**config.mk**
```make
export PLATFORM = sky130hd
export DESIGN_NAME = gcd_requester
export DESIGN_NICKNAME = d
export VERILOG_FILES = /design/src/rtl/gcd_pkg.sv /design/src/rtl/gcd_op_fifo.sv /design/src/rtl/gcd_requester.sv
export SDC_FILE = /design/constraint.sdc
export NUM_CORES = 1
export LEC_CHECK = 0
export CAP_MARGIN = 0
export CORE_ASPECT_RATIO = 1.1
export CORE_MARGIN = 1
export CORE_UTILIZATION = 49
export DETAILED_ROUTE_END_ITERATION = 8
export GPL_TIMING_DRIVEN = 0
export MAX_ROUTING_LAYER = met4
export PLACE_DENSITY = 0.71
export SLEW_MARGIN = 10
export SYNTH_ARGS = -nofsm -noshare
export SYNTH_HDL_FRONTEND = slang
export SYNTH_HIERARCHICAL = 1
export SYNTH_SLANG_ARGS = --single-unit
```
**constraint.sdc**
```tcl
create_clock -name clk -period 4.83 [get_ports clk]
set_input_delay 0.7245 -clock clk [delete_from_list [all_inputs] [get_ports clk]]
set_output_delay 0.7245 -clock clk [all_outputs]
set_load 0.1 [all_outputs]
```
**src/rtl/gcd_pkg.sv**
```systemverilog
// gcd_pkg: shared width constant and FSM state type for the GCD request side
package gcd_pkg;
    localparam int GCD_N = 8;
    typedef enum logic {IDLE = 1'b0, WAIT = 1'b1} state_e;
endpackage

```
**src/rtl/gcd_op_fifo.sv**
```systemverilog
// gcd_op_fifo: operand-pair FIFO; push_i/push_a_i/push_b_i write, pop_i advances head,
// head_a_o/head_b_o show the oldest pair, full_o/empty_o/count_o report occupancy
module gcd_op_fifo
    import gcd_pkg::*;
#(
    parameter int N     = GCD_N,
    parameter int DEPTH = 4
) (
    input  logic                     clk,
    input  logic                     rst,
    input  logic                     push_i,
    input  logic [N-1:0]             push_a_i,
    input  logic [N-1:0]             push_b_i,
    input  logic                     pop_i,
    output logic [N-1:0]             head_a_o,
    output logic [N-1:0]             head_b_o,
    output logic                     full_o,
    output logic                     empty_o,
    output logic [$clog2(DEPTH):0]   count_o
);
    localparam int AW = $clog2(DEPTH);
    logic [2*N-1:0] mem_q [DEPTH];
    logic [AW-1:0]  wr_q, rd_q;
    logic [AW:0]    cnt_q;
    // memory is reset so the head never presents X to the engine
    always_ff @(posedge clk or posedge rst) begin
        if (rst) begin
            wr_q  <= '0;
            rd_q  <= '0;
            cnt_q <= '0;
            for (int i = 0; i < DEPTH; i++) mem_q[i] <= '0;
        end else begin
            if (push_i) begin
                mem_q[wr_q] <= {push_a_i, push_b_i};
                wr_q        <= wr_q + 1'b1;
            end
            if (pop_i) rd_q <= rd_q + 1'b1;
            cnt_q <= cnt_q + (AW+1)'(push_i) - (AW+1)'(pop_i);
        end
    end
    assign {head_a_o, head_b_o} = mem_q[rd_q];
    assign full_o  = cnt_q == (AW+1)'(DEPTH);
    assign empty_o = cnt_q == '0;
    assign count_o = cnt_q;
endmodule

```
**src/rtl/gcd_requester.sv**
```systemverilog
// gcd_requester: queues operand pairs, starts the GCD engine per pair, returns results
// in push order on res_valid/res_data/res_ack; zero operands are answered locally (a|b)
module gcd_requester
    import gcd_pkg::*;
#(
    parameter int N     = GCD_N,
    parameter int DEPTH = 4
) (
    input  logic                   clk,
    input  logic                   rst,
    input  logic                   in_valid,
    output logic                   in_ready,
    input  logic [N-1:0]           in_a,
    input  logic [N-1:0]           in_b,
    output logic [$clog2(DEPTH):0] count,
    output logic                   eng_start,
    output logic [N-1:0]           eng_ina,
    output logic [N-1:0]           eng_inb,
    input  logic                   eng_ready,
    input  logic [N-1:0]           eng_out,
    output logic                   res_valid,
    output logic [N-1:0]           res_data,
    input  logic                   res_ack
);
    state_e       state_q, state_d;
    logic         res_valid_q, res_valid_d;
    logic [N-1:0] res_data_q, res_data_d;
    logic [N-1:0] head_a, head_b;
    logic         full, empty, pop;
    gcd_op_fifo #(.N(N), .DEPTH(DEPTH)) u_fifo (
        .clk      (clk),
        .rst      (rst),
        .push_i   (in_valid && !full),
        .push_a_i (in_a),
        .push_b_i (in_b),
        .pop_i    (pop),
        .head_a_o (head_a),
        .head_b_o (head_b),
        .full_o   (full),
        .empty_o  (empty),
        .count_o  (count)
    );
    always_ff @(posedge clk or posedge rst) begin
        if (rst) begin
            state_q     <= IDLE;
            res_valid_q <= 1'b0;
            res_data_q  <= '0;
        end else begin
            state_q     <= state_d;
            res_valid_q <= res_valid_d;
            res_data_q  <= res_data_d;
        end
    end
    // a capture only happens while res_valid_q is low, so it never races an ack
    always_comb begin
        state_d     = state_q;
        pop         = 1'b0;
        eng_start   = 1'b0;
        res_valid_d = res_valid_q && !res_ack;
        res_data_d  = res_data_q;
        if (state_q == IDLE) begin
            if (!empty && !res_valid_q) begin
                if (head_a == '0 || head_b == '0) begin
                    res_data_d  = head_a | head_b;
                    res_valid_d = 1'b1;
                    pop         = 1'b1;
                end else if (eng_ready) begin
                    eng_start = 1'b1;
                    pop       = 1'b1;
                    state_d   = WAIT;
                end
            end
        end else if (eng_ready) begin
            res_data_d  = eng_out;
            res_valid_d = 1'b1;
            state_d     = IDLE;
        end
    end
    assign in_ready  = !full;
    assign eng_ina   = head_a;
    assign eng_inb   = head_b;
    assign res_valid = res_valid_q;
    assign res_data  = res_data_q;
endmodule

```
* After elaboration in Yosys (flattened, before gate mapping)
Index checks and enable logic that the tools add are counted.
Operators by class: multiplexer cells 23, eq/ne operators 2, reduce and logical (&&, ||, !) cells 15, magnitude comparators 3, bitwise gates (word level) 3, $add $sub $neg 4
Operators by type and width (count):
- $bwmux W64 | 1
- $mux W16 | 3
- $bmux W16 S2 | 1
- $demux W16 S2 | 1
- $mux W8 | 4
- $logic_not A8 Y1 | 2
- $mux W1 | 13
- $or A8 B8 Y8 | 1
- $ge A3 B3 Y1 const B | 2
- $not A2 Y3 | 2
- $add A2 B1 Y2 const B | 2
- $logic_and A1 B1 Y1 | 4
- $logic_not A1 Y1 | 4
- $reduce_bool A2 Y1 | 2
- $add A3 B1 Y3 | 1
- $eq A3 B3 Y1 const B | 1
- $logic_not A3 Y1 | 1
- $lt A3 B1 Y1 const B | 1
- $reduce_and A3 Y1 | 1
- $sub A3 B1 Y3 | 1
- $ne A2 B2 Y1 const B | 1
- $logic_or A1 B1 Y1 | 1
Word-level totals: input bits 29, output and inout port bits 30, bits in registers 81, logic and storage cells 60

* Logic depth before layout (Yosys ltp)
Gate-level depths: netlist (run 1).
depth in word-level cells 10, mapped depth 14, mapped depth without buffers 12

* Hierarchy
The synthesis (run 1) kept the hierarchy.
Modules (own cells, without submodules):
- gcd_op_fifo | instances 1, seq. area each 1776.7 µm², area each 3367.0 µm², cells an instance 188
- gcd_requester | instances 1, seq. area each 250.2 µm², area each 739.5 µm², cells an instance 98

* Worst setup path before layout (run 1)
Ideal clock, no wire load.
path kind reg2out, start register u_fifo.rd_q[1], end output eng_start, stages on the path, launching flop included 8, data arrival time 3.307 ns, buffers on the path 2, required time 4.106 ns, path slack 0.798 ns, cells stage by stage dfrtp_1 buf_2 buf_2 mux4_1 nor4_1 nand2_1 nand2_1 nor2_1
Between the ends: word-level cells in the longest chain between the ends 9, elaborated cells between the ends (all ways) 10, those cells by class mux (6); bitwise (1); reduce/logical (3)
RTL lines:
- start, declared | RTL line gcd_op_fifo.sv:23 | logic [AW-1:0] wr_q, rd_q;
- start signal, assigned | RTL line gcd_op_fifo.sv:37 | if (pop_i) rd_q <= rd_q + 1'b1;
- $not A2 Y3 (implied by the code) | RTL line gcd_op_fifo.sv:41 | assign {head_a_o, head_b_o} = mem_q[rd_q];
- $bmux W16 S2 | RTL line gcd_op_fifo.sv:41
- $mux W16 (implied by the code) (2 in a row) | RTL line gcd_op_fifo.sv:41
- named net eng_ina[0] | RTL line gcd_requester.sv:17 | output logic [N-1:0] eng_ina,
- $logic_not A8 Y1 | RTL line gcd_requester.sv:63 | if (head_a == '0 || head_b == '0) begin
- $logic_or A1 B1 Y1 | RTL line gcd_requester.sv:63
- $mux W1 | RTL line gcd_requester.sv:63
- $mux W1 | RTL line gcd_requester.sv:62 | if (!empty && !res_valid_q) begin
- $mux W1 | RTL line gcd_requester.sv:61 | if (state_q == IDLE) begin
- end, declared | RTL line gcd_requester.sv:16 | output logic eng_start,
The timed path passes the listed nets, and every way through them passes these cells. The select of a mux whose other input is x is not followed.

* Worst setup path after layout (run 1)
start register u_fifo.rd_q[1], end output eng_start
Between the ends: word-level cells in the longest chain between the ends 9, elaborated cells between the ends (all ways) 10, those cells by class mux (6); bitwise (1); reduce/logical (3)
RTL lines (RTL line):
- $not A2 Y3 (implied by the code) (*) | gcd_op_fifo.sv:41
- $bmux W16 S2 (*) | gcd_op_fifo.sv:41
- $mux W16 (implied by the code) (*) (2 in a row) | gcd_op_fifo.sv:41
- $logic_not A8 Y1 | gcd_requester.sv:63
- $logic_or A1 B1 Y1 (*) | gcd_requester.sv:63
- $mux W1 (*) | gcd_requester.sv:63
- $mux W1 (*) | gcd_requester.sv:62
- $mux W1 (*) | gcd_requester.sv:61
Every way passes the cells marked *; elsewhere a longest branch is shown, timed or not. The select of a mux whose other input is x is not followed.

==> results of run 1 <==
Yosys cell counts (all sizes together), types with 2 or more instances:
| cell | count |
|---|---|
| nand2 | 11 |
| nor4 | 12 |
| and2 | 2 |
| clkbuf | 3 |
| xnor2 | 3 |
| dfrtp | 81 |
| nand4 | 8 |
| a31oi | 8 |
| and3 | 8 |
| nand3 | 9 |
| xor2 | 2 |
| buf | 15 |
| nor3 | 2 |
| o21ai | 10 |
| mux2 | 64 |
| ha | 6 |
| nor2 | 9 |
| mux4 | 16 |
| inv | 10 |
sequential cells by signal (all words and copies together), names as in the netlist:
name,flops
res_valid,1
res_data,8
state_q,1
u_fifo/count_o,3
u_fifo/mem_q,64
u_fifo/wr_q,2
u_fifo/rd_q,2
worst reg2reg max path: stages, from the launching register on:
cell and delay, ns:
dfrtp_1 0.33, buf_2 0.23, buf_2 0.33, mux4_1 0.43
nor4_1 0.35, nand2_1 0.29, nand2_1 0.19, o21a_1 0.20
ha_1 0.25, inv_1 0.06, ha_1 0.13, inv_1 0.05
fa_1 0.37, xnor2_1 0.18, xnor2_1 0.13
how the worst max path moves through the flow:
stage / to / startpoint / slack (ns) / cells past startpoint
2_1_floorplan: eng_start / u_fifo/rd_q[1]$_DFFE_PP0P_ / 0.80 / 7
3_3_place_gp: eng_start / u_fifo/rd_q[1]$_DFFE_PP0P_ / 0.98 / 8
3_5_place_dp: eng_start / u_fifo/rd_q[1]$_DFFE_PP0P_ / 0.95 / 8
4_1_cts: eng_start / u_fifo/rd_q[1]$_DFFE_PP0P_ / 0.56 / 8
5_1_grt: eng_start / u_fifo/rd_q[1]$_DFFE_PP0P_ / 0.41 / 8
6_report: eng_start / u_fifo/rd_q[1]$_DFFE_PP0P_ / 0.58 / 8
cells in the final DEF, fill, tap and decap left out, drive strengths merged, types with 2 or more instances in the layout:
master / count
mux2: 64
nand4: 8
and2: 2
nor3: 2
xnor2: 3
nand3: 9
inv: 10
nor2: 9
xor2: 2
nor4: 12
clkdlybuf4s50: 58
ha: 6
nand2: 11
dfrtp: 81
and3: 8
clkinv: 2
buf: 16
a31oi: 8
clkbuf: 15
o21ai: 10
mux4: 16
layer usage:
layer / GRT usage, % / share of wire (%)
met5: - / 0
met4: 8.55 / 1.9
met3: 3.80 / 4.3
met2: 33.5 / 48
met1: 29.1 / 46
layout make-up:
class | count | area (um2)
timing repair buffer | 59 | 608
sequential | 81 | 2030
tap | 108 | 135
clock buffer | 12 | 155
buffer | 18 | 149
inverter | 10 | 40.0
multi-input combinational | 177 | 1890
fill | 646 | 2940
clock inverter | 4 | 51.3
cell families after synthesis:
group	count (synthesis)	synth area share, %
xor gates and xnor gates	5	1.07
AOI/OAI and AO/OA	20	2.77
buffers and inverters	28	4.54
DFF	81	49.4
and+or+nand+nor	65	9.23
adders and majority gates	7	2.32
muxes	80	30.7
metrics by stage:
stage | cell area (um2) | cells | setup WS (ns)
floorplan | 4110 | 286 | 0.798
global placement | 4820 | 452 | 0.983
detailed placement | 4850 | 453 | 0.946
CTS | 5060 | 469 | 0.561
global route | 5060 | 469 | 0.414
finish | 5060 | 469 | 0.582
==> metrics.yaml, run 1 <==
detailed_routing:
  vias: 2597
  drt_iter0_markers: 142
  wirelength_um: 8220
  drt_first_pass_iters: 4
  postRouteAntennaNets: 0
  vias_per_cell: 5.54
  drc: 0
  wl_per_cell_um: 17.5
critical_path:
  critPathBufInv: 3
  crit_fanout: 10
  cp_slowest_stage_delay_ns: 0.96
  crit_family: "buffers and inverters"
  path_cells: "buf_2 > buf_2 > mux4_1 > nor4_1 > nand2_1 > nand2_1 > nor2_1 > clkdlybuf4s50_1"
  startpoint_type: "flip-flop"
  r2r_start: "u_fifo/rd_q[1]$_DFFE_PP0P_"
  arrival_ns: 3.52
  r2r_cells: 14
  r2r_end: "u_fifo/count_o[2]$_DFF_PP0_"
  r2r_slack_ns: 1.25
  crit_path_top_delay_cell: "clkdlybuf4s50_1"
  worst_setup_path_end_kind: "output pin"
  critical_path_class: "reg -> out"
  cp.required_ns: 4.11
logic_synthesis:
  async_reset_ff_share_pct: 100
  synth_cells: 286
  seq_area_frac_synth_pct: 49.4
  yosys.area.top_type: "dfrtp_1"
  yosys-top-cells-area: "dfrtp_1, mux2_4, mux2_2"
  syn-num-nets: 322
  ys_ff_latch: 81
  synth_area_per_cell_um2: 14.4
  syn_area_um2: 4110
  synth_top_flop_cell: "dfrtp_1"
  synth_edf_count: 0
  ys_types: 34
  yosys_warnings: 6
  synth_top_area_share_pct: 49.4
clock_network:
  clock_path_buffers: 2
  clock_sinks: 81
  htree_levels: 3
  post_cts_buffers: 0
  cts_hold_buf: 0
  root_buffer: "clkbuf_8"
  clk_latency_ns: 0.35
  clkTransAtPathRegs_ns: 0.08
  cts_tree: "built"
  cts_made_buffers: 9
  cts_resized: 0
global_routing:
  grt_antenna_before_repair: 0
  grt-ovfl-total: 0
  grt_usage_pct: 21.9
  grt_pass1_wl_um: 13800
  grt_pass1_vias: 2732
  grt_max_degree: 68
placed_design:
  gp_congestion: 0.797
  place_hpwl_um: 5880
  port_buffers: 58
sta:
  finalCritPeriodShare_pct: 87.9
  min_period_ns: 4.25
  maxSlewHeadroom_pct: 33.5
  hold_viol: 0
  finalClockSkew_ns: 0.0105
  fin_setup_tns_ns: 0
  rsz0062_at_grt: "false"
  max_slew.worst_pin.slew_ns: 0.994
  holdWs_ns: 0.504
  report.final.slew_viol_count: 0
  max_freq_mhz: 235
  setup_viol: 0
job:
  cap_violations: 0
min_path:
  hold_depth: 1
  hold_class: "reg -> reg"
  holdPathEnd: "u_fifo/mem_q[12]$_DFFE_PP0P_"
  hold_start: "u_fifo/mem_q[12]$_DFFE_PP0P_"
floorplanning:
  dieArea_um2: 8750
  chipWidth_um: 89.3
  ios: 59
  rows: 34
  coreArea_um2: 8000
  die_h_um: 98.0
  initial_core_util_pct: 51.3
layout:
  drive_gt1_share_pct: 30.5
  final_nets: 392
  syn2layout_area_growth_pct: 23.2
  final_util_pct: 63.3
  diodes: 0
status:
  status: "finished, final reports clean"
Power of run 1 is left out: the tool's default activity adds up to more than one toggle a clock period on the data nets, which glitch-free logic cannot reach.
==> inputs of run 2 (changes only) <==
--- a/config.mk
+++ b/config.mk
@@ -5,7 +5,6 @@
 export SDC_FILE = /design/constraint.sdc
 export NUM_CORES = 1
 export LEC_CHECK = 0
-export CAP_MARGIN = 0
 export CORE_ASPECT_RATIO = 1.1
 export CORE_MARGIN = 1
 export CORE_UTILIZATION = 49
==> results of run 2 <==
The final DEF is identical to that of run 1; final timing and power are the same.
Power of run 2 is left out for the same reason.
